**src/rtl/my_pkg.sv**
```systemverilog
// Shared types and constants for the write-back arbiter.
//   arb_state_e : arbiter FSM states (run, one-cycle flush, terminal error)
//   TAG_W       : width of the in-order instruction tag
package my_pkg;

  localparam int unsigned TAG_W = 4;

  typedef enum logic [1:0] {
    StRun   = 2'd0,
    StFlush = 2'd1,
    StError = 2'd2
  } arb_state_e;

endpackage

```
**src/rtl/wb_prio_enc.sv**
```systemverilog
// Fixed-priority encoder: lowest set bit of match wins.
//   match_i : per-requester match vector
//   grant_o : one-hot grant (lowest-index match), zero when no match
//   idx_o   : binary index of the granted requester (0 when no match)
//   multi_o : two or more bits of match_i are set
module wb_prio_enc #(
  parameter int unsigned NREQ = 4,
  parameter int unsigned IdxW = (NREQ > 1) ? $clog2(NREQ) : 1
) (
  input  logic [NREQ-1:0] match_i,
  output logic [NREQ-1:0] grant_o,
  output logic [IdxW-1:0] idx_o,
  output logic            multi_o
);

  always_comb begin
    // Two's-complement trick isolates the lowest set bit.
    grant_o = match_i & (~match_i + NREQ'(1));
    // Clearing the lowest set bit leaves something only if >= 2 bits were set.
    multi_o = |(match_i & (match_i - NREQ'(1)));
    idx_o   = '0;
    for (int k = NREQ - 1; k >= 0; k--) begin
      if (match_i[k]) idx_o = IdxW'(k);
    end
  end

endmodule

```
**src/rtl/wb_arbiter.sv**
```systemverilog
// In-order write-back arbiter: several execution units share one register-bank
// write port; results retire strictly in tag order tracked by exp_tag.
//   clk, reset (async, active-low)
//   req_valid/req_tag/req_we/req_rd/req_data : per-requester result
//   req_ready     : combinational grant, lowest-index requester whose tag matches
//   flush/flush_tag : realign expected tag (one-cycle FLUSH bubble)
//   wr_en/wr_addr/wr_data : registered register-bank write
//   release_mask  : registered one-hot lock release, bit r <=> register r
//                   ("release" is a reserved word, hence the suffix)
//   retire_tag/retire_valid : registered retirement report
//   dup_err       : sticky, two requesters carried the expected tag together
//   err           : sticky, watchdog expired (exit by reset only)
module wb_arbiter
  import my_pkg::*;
#(
  parameter int unsigned NREQ    = 4,
  parameter int unsigned TIMEOUT = 15
) (
  input  logic                        clk,
  input  logic                        reset,
  input  logic [NREQ-1:0]             req_valid,
  input  logic [NREQ-1:0][TAG_W-1:0]  req_tag,
  input  logic [NREQ-1:0]             req_we,
  input  logic [NREQ-1:0][4:0]        req_rd,
  input  logic [NREQ-1:0][31:0]       req_data,
  output logic [NREQ-1:0]             req_ready,
  input  logic                        flush,
  input  logic [TAG_W-1:0]            flush_tag,
  output logic                        wr_en,
  output logic [4:0]                  wr_addr,
  output logic [31:0]                 wr_data,
  output logic [31:1]                 release_mask,
  output logic [TAG_W-1:0]            retire_tag,
  output logic                        retire_valid,
  output logic                        dup_err,
  output logic                        err
);

  localparam int unsigned IdxW = (NREQ > 1) ? $clog2(NREQ) : 1;
  localparam int unsigned WdW  = $clog2(TIMEOUT + 1);

  arb_state_e        state_q, state_d;
  logic [TAG_W-1:0]  exp_tag_q, exp_tag_d;
  logic [WdW-1:0]    wdog_q, wdog_d, wdog_inc;
  logic              dup_err_q, dup_err_d;

  logic              wr_en_q, wr_en_d;
  logic [4:0]        wr_addr_q, wr_addr_d;
  logic [31:0]       wr_data_q, wr_data_d;
  logic [31:1]       release_q, release_d;
  logic [TAG_W-1:0]  retire_tag_q, retire_tag_d;
  logic              retire_valid_q, retire_valid_d;

  logic              arb_en;
  logic [NREQ-1:0]   match;
  logic [NREQ-1:0]   grant;
  logic [IdxW-1:0]   gnt_idx;
  logic              multi;
  logic              xfer;
  logic [4:0]        sel_rd;
  logic              sel_we;
  logic [31:0]       sel_data;

  // Arbitration only happens in RUN on a cycle without flush; gating the match
  // vector also keeps dup detection and the grant consistent with each other.
  always_comb begin
    arb_en = (state_q == StRun) && !flush;
    match  = '0;
    for (int k = 0; k < NREQ; k++) begin
      match[k] = arb_en && req_valid[k] && (req_tag[k] == exp_tag_q);
    end
  end

  wb_prio_enc #(
    .NREQ (NREQ),
    .IdxW (IdxW)
  ) u_prio_enc (
    .match_i (match),
    .grant_o (grant),
    .idx_o   (gnt_idx),
    .multi_o (multi)
  );

  assign req_ready = grant;
  assign xfer      = |grant;
  assign sel_rd    = req_rd[gnt_idx];
  assign sel_we    = req_we[gnt_idx];
  assign sel_data  = req_data[gnt_idx];
  assign wdog_inc  = wdog_q + WdW'(1);

  // FSM, expected tag and watchdog.
  always_comb begin
    state_d   = state_q;
    exp_tag_d = exp_tag_q;
    wdog_d    = wdog_q;
    dup_err_d = dup_err_q | multi;
    unique case (state_q)
      StRun: begin
        if (flush) begin
          exp_tag_d = flush_tag;
          wdog_d    = '0;
          state_d   = StFlush;
        end else if (xfer) begin
          exp_tag_d = exp_tag_q + TAG_W'(1);
          wdog_d    = '0;
        end else if (req_valid == '0) begin
          wdog_d = '0;
        end else begin
          wdog_d = wdog_inc;
          if (wdog_inc == WdW'(TIMEOUT)) state_d = StError;
        end
      end
      StFlush: begin
        wdog_d = '0;
        if (flush) exp_tag_d = flush_tag;
        else       state_d   = StRun;
      end
      StError: begin
        // Terminal until reset.
      end
      default: state_d = StError;
    endcase
  end

  // Write-port and retirement outputs, one cycle behind the transfer.
  always_comb begin
    wr_en_d        = 1'b0;
    wr_addr_d      = wr_addr_q;
    wr_data_d      = wr_data_q;
    release_d      = '0;
    retire_tag_d   = retire_tag_q;
    retire_valid_d = 1'b0;
    if (xfer) begin
      wr_en_d        = sel_we && (sel_rd != 5'd0);
      wr_addr_d      = sel_rd;
      wr_data_d      = sel_data;
      retire_tag_d   = exp_tag_q;
      retire_valid_d = 1'b1;
      // Shift then drop bit 0 so register r lands on release bit r.
      release_d      = wr_en_d ? 31'((32'(1) << sel_rd) >> 1) : '0;
    end
  end

  always_ff @(posedge clk or negedge reset) begin
    if (!reset) begin
      state_q        <= StRun;
      exp_tag_q      <= '0;
      wdog_q         <= '0;
      dup_err_q      <= 1'b0;
      wr_en_q        <= 1'b0;
      wr_addr_q      <= '0;
      wr_data_q      <= '0;
      release_q      <= '0;
      retire_tag_q   <= '0;
      retire_valid_q <= 1'b0;
    end else begin
      state_q        <= state_d;
      exp_tag_q      <= exp_tag_d;
      wdog_q         <= wdog_d;
      dup_err_q      <= dup_err_d;
      wr_en_q        <= wr_en_d;
      wr_addr_q      <= wr_addr_d;
      wr_data_q      <= wr_data_d;
      release_q      <= release_d;
      retire_tag_q   <= retire_tag_d;
      retire_valid_q <= retire_valid_d;
    end
  end

  assign wr_en        = wr_en_q;
  assign wr_addr      = wr_addr_q;
  assign wr_data      = wr_data_q;
  assign release_mask = release_q;
  assign retire_tag   = retire_tag_q;
  assign retire_valid = retire_valid_q;
  assign dup_err      = dup_err_q;
  assign err          = (state_q == StError);

endmodule

```
**config.mk**
```make
export PLATFORM = sky130hd
export DESIGN_NAME = wb_arbiter
export DESIGN_NICKNAME = d
export VERILOG_FILES = /design/src/rtl/my_pkg.sv /design/src/rtl/wb_prio_enc.sv /design/src/rtl/wb_arbiter.sv
export SDC_FILE = /design/constraint.sdc
export NUM_CORES = 1
export LEC_CHECK = 0
export CAP_MARGIN = 10
export CORE_MARGIN = 1.5
export CORE_UTILIZATION = 39
export DETAILED_ROUTE_END_ITERATION = 10
export GPL_ROUTABILITY_DRIVEN = 1
export PLACE_DENSITY = 0.92
export SLEW_MARGIN = 10
export SYNTH_ARGS = -nofsm -noshare
export SYNTH_HDL_FRONTEND = slang
export SYNTH_SLANG_ARGS = --single-unit
export TNS_END_PERCENT = 1
```
**constraint.sdc**
```tcl
create_clock -name clk -period 3.7 [get_ports clk]
set_clock_uncertainty 0.05 [all_clocks]
set_input_delay 0.74 -clock clk [delete_from_list [all_inputs] [get_ports clk]]
set_output_delay 0.74 -clock clk [all_outputs]
set_load 0.02 [all_outputs]
```
Yosys cells after proc, flatten, opt, wreduce, memory -nomap -nowiden --
Cells that the tools add are included.
Storage, ports and cells: register bits after elaboration 85, word-level logic and storage cells 81, bits of input ports 179, output and inout port bits 80
Cells by class: add/sub/neg operators 4, shifts and indexed selects 1, reductions and logical operators 19, muxes and demuxes 28, order comparisons 1, equality and inequality tests 13, bitwise logic cells 5
Operator list (count):
- binary-select mux 32 bit (select 2 bit) | 1
- 2-to-1 mux 31 bit | 2
- 2-to-1 mux 32 bit | 1
- left shift 1 x 5 -> 32 bit (first input constant) | 1
- 2-to-1 mux 4 bit | 6
- 2-to-1 mux 2 bit | 9
- == test 4 bit | 4
- case mux 4 bit (2 select lines) | 2
- adder 4 x 1 -> 4 bit (second input constant) | 3
- binary-select mux 5 bit (select 2 bit) | 1
- logical AND 1 bit | 10
- inequality test 3 bit (second input constant) | 3
- bitwise AND 4 bit | 2
- OR reduction 4 bit | 2
- case mux 2 bit (3 select lines) | 1
- 2-to-1 mux 5 bit | 1
- AND reduction 5 bit | 1
- nonzero test 5 bit | 1
- == test 4 bit (second input constant) | 1
- logical NOT 4 bit | 1
- inequality test 2 bit (second input constant) | 2
- NOT 4 bit | 1
- subtractor 4 x 1 -> 4 bit (second input constant) | 1
- less-than comparator 2 x 3 -> 1 bit (second input constant) | 1
- other kinds (11) | 13

Longest topological paths before layout --
depth after elaboration 14, gate-level depth with buffers 12, depth with buffers taken out 9

By module --
Synthesis repeated with hierarchy kept, for this count alone.
Unflattened totals: cell total of the unflattened synthesis 405, area total of the unflattened synthesis 4381.7 um^2
Modules (own cells, without submodules):
- wb_arbiter | instances 1, sequential area each 2127.0 um^2, cells each 393, area each 4315.4 um^2
- wb_prio_enc | instances 1, sequential area each 0.0 um^2, cells each 12, area each 66.3 um^2

Worst setup path after synthesis --
OpenSTA, ideal clock, no wires.
kind input to register, start input port flush, end register wr_en_q, in the netlist wr_en, data required time 3.526 ns, slack 0.544 ns, arrival time 2.982 ns, setup time 0.124 ns, path buffers 1, stages on the path 9, cells stage by stage nor3_4 nand2_2 or3_4 a211oi_4 buf_6 mux2i_1 mux2i_4 or3_1 o31a_1
On the way: word-level cells in the longest chain between the ends 13, elaborated cells on any way between the ends 25, those cells by class 1 x add/sub; 9 x mux; 2 x bitwise; 13 x reduce/logical
Ends and longest elaborated chain:
- start: declaration | line wb_arbiter.sv:27 | input logic flush,
- logical NOT 1 bit * | line wb_arbiter.sv:67 | arb_en = (state_q == StRun) && !flush;
- logical AND 1 bit * | line wb_arbiter.sv:67
- logical AND 1 bit (2 in a row) | line wb_arbiter.sv:70 | match[k] = arb_en && req_valid[k] && (req_tag[k] == exp_tag_q);
- 2-to-1 mux 2 bit (4 in a row) | line wb_prio_enc.sv:23 | if (match_i[k]) idx_o = IdxW'(k);
- binary-select mux 5 bit (select 2 bit) | line wb_arbiter.sv:86 | assign sel_rd = req_rd[gnt_idx];
- 2-to-1 mux 5 bit (not written as such) | line wb_arbiter.sv:86
- nonzero test 5 bit | line wb_arbiter.sv:134 | wr_en_d = sel_we && (sel_rd != 5'd0);
- logical AND 1 bit | line wb_arbiter.sv:134
- 2-to-1 mux 1 bit * | line wb_arbiter.sv:133 | if (xfer) begin
- net wr_en_d | line wb_arbiter.sv:47 | logic wr_en_q, wr_en_d;
- end signal: assignment | line wb_arbiter.sv:161 | wr_en_q <= wr_en_d;
- end: declaration | line wb_arbiter.sv:47
Mark *: on every way through the listed nets, which the timed path passes. The rest lies on a longest branch. The select of a mux whose other input is x is not followed. A chain may end at the register's enable or synchronous reset.

Worst setup path in the final report --
start input port flush, end output port req_ready[2]
On the way: word-level cells in the longest chain between the ends 7, elaborated cells on any way between the ends 11, those cells by class 1 x add/sub; 2 x bitwise; 8 x reduce/logical
Ends and longest elaborated chain:
- logical NOT 1 bit * | line wb_arbiter.sv:67
- logical AND 1 bit * | line wb_arbiter.sv:67
- logical AND 1 bit (2 in a row) | line wb_arbiter.sv:70
- NOT 4 bit | line wb_prio_enc.sv:18 | grant_o = match_i & (~match_i + NREQ'(1));
- adder 4 x 1 -> 4 bit | line wb_prio_enc.sv:18
- bitwise AND 4 bit * | line wb_prio_enc.sv:18
- end: declaration | line wb_arbiter.sv:26 | output logic [NREQ-1:0] req_ready,
Mark *: on every way between the ends. The rest lies on a longest branch, timed or not.

==> results.rst <==
.. list-table::
   :header-rows: 1

   * - Metric
     - Value
   * - Area added between synthesis and finish
     - 66.3%
   * - Count of nets after finishing
     - about 880
   * - Unrepaired setup endpoints after global routing
     - no
   * - Final Max Slew Viols
     - 0
   * - First-pass GRT wire length
     - between 20,000 and 25,000 um
   * - Number of antenna violations at the first check in global routing
     - 0
   * - Crit path max-delay cell type
     - clkdlybuf4s50_1
   * - Wire per inst
     - 17.6 um
   * - Worst setup slack before clock tree synthesis
     - -0.0630 ns
   * - Cell types with the highest counts after synthesis
     - 85 x dfrtp_1, 64 x a211oi_1, 46 x mux2i_1
   * - Vias in the first global route
     - 4,660
   * - Final period util
     - 0.963
   * - Maximum ir drop on the vdd rail
     - 0.000318 V
   * - Endpoints failing hold
     - 0
   * - Number of buffers inserted by hold repair at cts
     - 0
   * - Detailed-route wire length
     - between 15,000 and 20,000 um
   * - Number of levels in the clock H-tree
     - 3
   * - Die boundary height
     - approximately 110 um
   * - Area of the core region
     - about 12,000 sq um
   * - Global-route usage over all layers
     - 0.233
   * - Sequential area share after synthesis
     - 0.450
   * - Top flip-flop cell by instance count after synthesis
     - dfrtp_1
   * - Total of endpoints with negative setup slack in the final report
     - 0
   * - Critical Path Sink Type
     - primary output
   * - Cell type with the largest total area after synthesis
     - dfrtp_1
   * - Lkg Pwr
     - 3.23 nW
   * - Async SR Flop Fraction
     - 1.00
   * - First-pass DRT Iterations
     - 4
   * - Clock sink count
     - 85
   * - Period minus WS final
     - approximately 3.6 ns
   * - Post-CTS Repair Setup Buffers
     - 0
   * - Leftover overflow at the end of global routing
     - 0
   * - Data arrival time at the worst-slack endpoint
     - between 2 and 3 ns
   * - Clock Root Buffer
     - clkbuf_16
   * - Vias per inst
     - between 5 and 6
   * - Worst slew pin tran
     - roughly 1.1 ns
   * - Maximum clock frequency
     - roughly 0.28 GHz
   * - Synth Instances
     - between 400 and 500
   * - Post-detailed-route DRC marker count
     - 0
   * - ANT cells
     - 0
   * - Avg Cell Area, Syn
     - roughly 11 sq um
   * - Sum of net half-perimeters after detailed placement
     - around 12,000 um
   * - Status
     - finished, final reports clean
   * - Net count after synthesis
     - 625
   * - Vias
     - 4,476
   * - Hold slack final
     - 0.426 ns
   * - Initial core utilization
     - 0.397
   * - Clock transition at the registers of the reported paths
     - ~0.070 ns
   * - Cell types with the largest area share after synthesis
     - dfrtp_1 45%, a211oi_1 10%, mux2i_1 9.7%
   * - Final critical-path setup slack
     - approximately 0.14 ns
   * - Routability cong.
     - 0.863
   * - Netlist cell types
     - between 40 and 50
   * - Number of buffers and inverters on the critical path
     - 3
   * - Synthesized area
     - between 4000 and 5000 sq um
   * - Clock latency of the later-clocked register in the worst-skew pair
     - approximately 0.34 ns
   * - PwrDens
     - between 400 and 500 nW/um^2
   * - Multi-input gate area in the final layout
     - between 2000 and 2500 sq um
   * - Number of buffers created by CTS
     - 9
   * - Number of filler cells placed in the layout
     - 909
   * - Share of layout cells above drive strength 1
     - 0.0962
   * - Storage element area
     - between 2000 and 2500 sq um
   * - Number of routed nets with antenna violations
     - 0
   * - I/O Buffers
     - 258
   * - Critical path start-end classification
     - primary input to primary output
   * - Hold/Removal Path Class
     - register to register
   * - Required time of the critical path
     - between 2 and 3 ns
   * - Clock Tree Buf Depth
     - 2
   * - Critical path cell sequence
     - clkdlybuf4s50_1, nor3_4, buf_4, nand2_1, nor2_1, or2_2, nor2_1, clkdlybuf4s50_1
   * - CTS tree
     - yes
   * - Number of cells in the finished layout apart from fillers
     - about 850
   * - Top-area cell type share of the netlist area
     - 0.450
   * - Area of the die
     - approximately 13,000 sq um
   * - Starting DRC count in detailed routing
     - 220
   * - Pin count of the biggest net entering global routing
     - 86
   * - Max-Slew Margin vs Limit
     - 0.292
   * - Max Fanout on Critical Path
     - 3
   * - Worst path max stage delay
     - around 0.64 ns
   * - Number of warnings issued by yosys
     - 0
   * - Cell family contributing the most delay on the critical path
     - buffers and inverters
   * - Total Power
     - ~3.6 mW
   * - # placed instances
     - between 800 and 900
   * - Gates resized, CTS repair
     - 0
   * - Top-count cell post-synth
     - dfrtp_1
   * - Post-synthesis sequential element count
     - 85
   * - Setup TNS
     - 0 ns
   * - Number of flops mapped to enable cells by yosys
     - 0
   * - Number of max-cap violations
     - 0
   * - Total I/O pin count
     - roughly 260
   * - Horizontal die dimension
     - between 100 and 150 um
   * - Startpoint class of the critical path
     - primary input
   * - Row cnt
     - 40
[cells in the final DEF, fill, tap and decap left out, types with 3 or more instances in the layout]
| master | Yosys | layout |
|---|---|---|
| nor3_1 | 6 | 5 |
| nand2_1 | 12 | 12 |
| inv_1 | 6 | 6 |
| buf_12 | 0 | 5 |
| ha_1 | 3 | 3 |
| inv_6 | 0 | 3 |
| clkdlybuf4s50_1 | 0 | 256 |
| mux2i_4 | 3 | 3 |
| mux2i_1 | 46 | 46 |
| dfrtp_1 | 85 | 85 |
| or3b_4 | 3 | 3 |
| buf_4 | 4 | 17 |
| o21ai_0 | 7 | 7 |
| clkbuf_16 | 0 | 9 |
| a21o_1 | 34 | 34 |
| nand3b_1 | 3 | 3 |
| nor2_1 | 40 | 40 |
| a211oi_1 | 64 | 64 |
| nand3_2 | 4 | 4 |
| xnor2_1 | 16 | 16 |
| nand3_1 | 4 | 4 |
| a21oi_1 | 3 | 3 |
| and2_1 | 33 | 32 |
| mux2_2 | 9 | 9 |
[final cells by class]
| type | count | share of cell area |
|---|---|---|
| clock inverters | 7 | 0.00939 |
| multi-input cells | 321 | 0.309 |
| inverters | 6 | 0.00286 |
| flip-flops and latches | 85 | 0.271 |
| well taps | 147 | 0.0234 |
| repair buffers | 279 | 0.357 |
| clock buffers | 9 | 0.0286 |
[sequential cells by signal, summed over array words and instances, names as in the netlist]
register and flops:
wr_data 32, release_mask 31, wr_addr 5, exp_tag_q 4, retire_tag 4, wdog_q 4, state_q 2, dup_err 1
retire_valid 1, wr_en 1
[cells by family after synthesis]
| family | Yosys count | synth area share |
|---|---|---|
| xor+xnor | 18 | 0.0334 |
| simple gates | 119 | 0.141 |
| fa+ha+maj | 4 | 0.0101 |
| compound gates | 122 | 0.195 |
| flops | 85 | 0.450 |
| buf+inv | 37 | 0.0381 |
| mux | 58 | 0.133 |
[path summary, 6_finish.rpt]
check                                   from       endpoint  slack [ns]  depth (start not counted)
worst max-delay path                   flush   req_ready[2]        0.14                          8
worst min-delay path             wr_data[13]    wr_data[13]        0.43                          1
worst max register to register  exp_tag_q[0]          wr_en        0.53                          9
worst min register to register   wr_data[13]    wr_data[13]        0.43                          1
max in group asynchronous              reset  retire_tag[2]        2.38                          1
min in group asynchronous              reset    wr_data[25]        0.54                          1
[layer usage]
metal | track usage | vias to the layer above | wire [um]
li1 | - | 2120 | -
met1 | 0.259 | 2169 | 5890
met2 | 0.444 | 166 | 7970
met3 | 0.0525 | 21 | 980
met4 | 0.0633 | 0 | 221
met5 | 0 | - | 0
[worst reg2reg max path: cells and delay by family, from the launching register on]
family,cells,cell delay (ns)
multiplexers,2,0.48
buffers and inverters,1,0.18
flip-flops,1,0.52
AO/OA/AOI/OAI,2,0.57
AND/OR/NAND/NOR,3,0.97
XOR/XNOR,1,0.27
[stage by stage]
step | area, sq um | util
3_5_place_dp | 7560 | 0.635
2_1_floorplan | 4730 | -
6_report | 7860 | 0.660
4_1_cts | 7860 | 0.660
5_1_grt | 7860 | 0.660
3_3_place_gp | 7560 | 0.635
[power breakdown]
part	switching [mW]	total (mW)	internal, mW
Sequential	0.150	1.30	1.15
Combinational	0.646	1.43	0.779
Clock	0.416	0.894	0.479
Total	1.21	3.62	2.41
No activity file was read; power rests on OpenSTA's default activity.
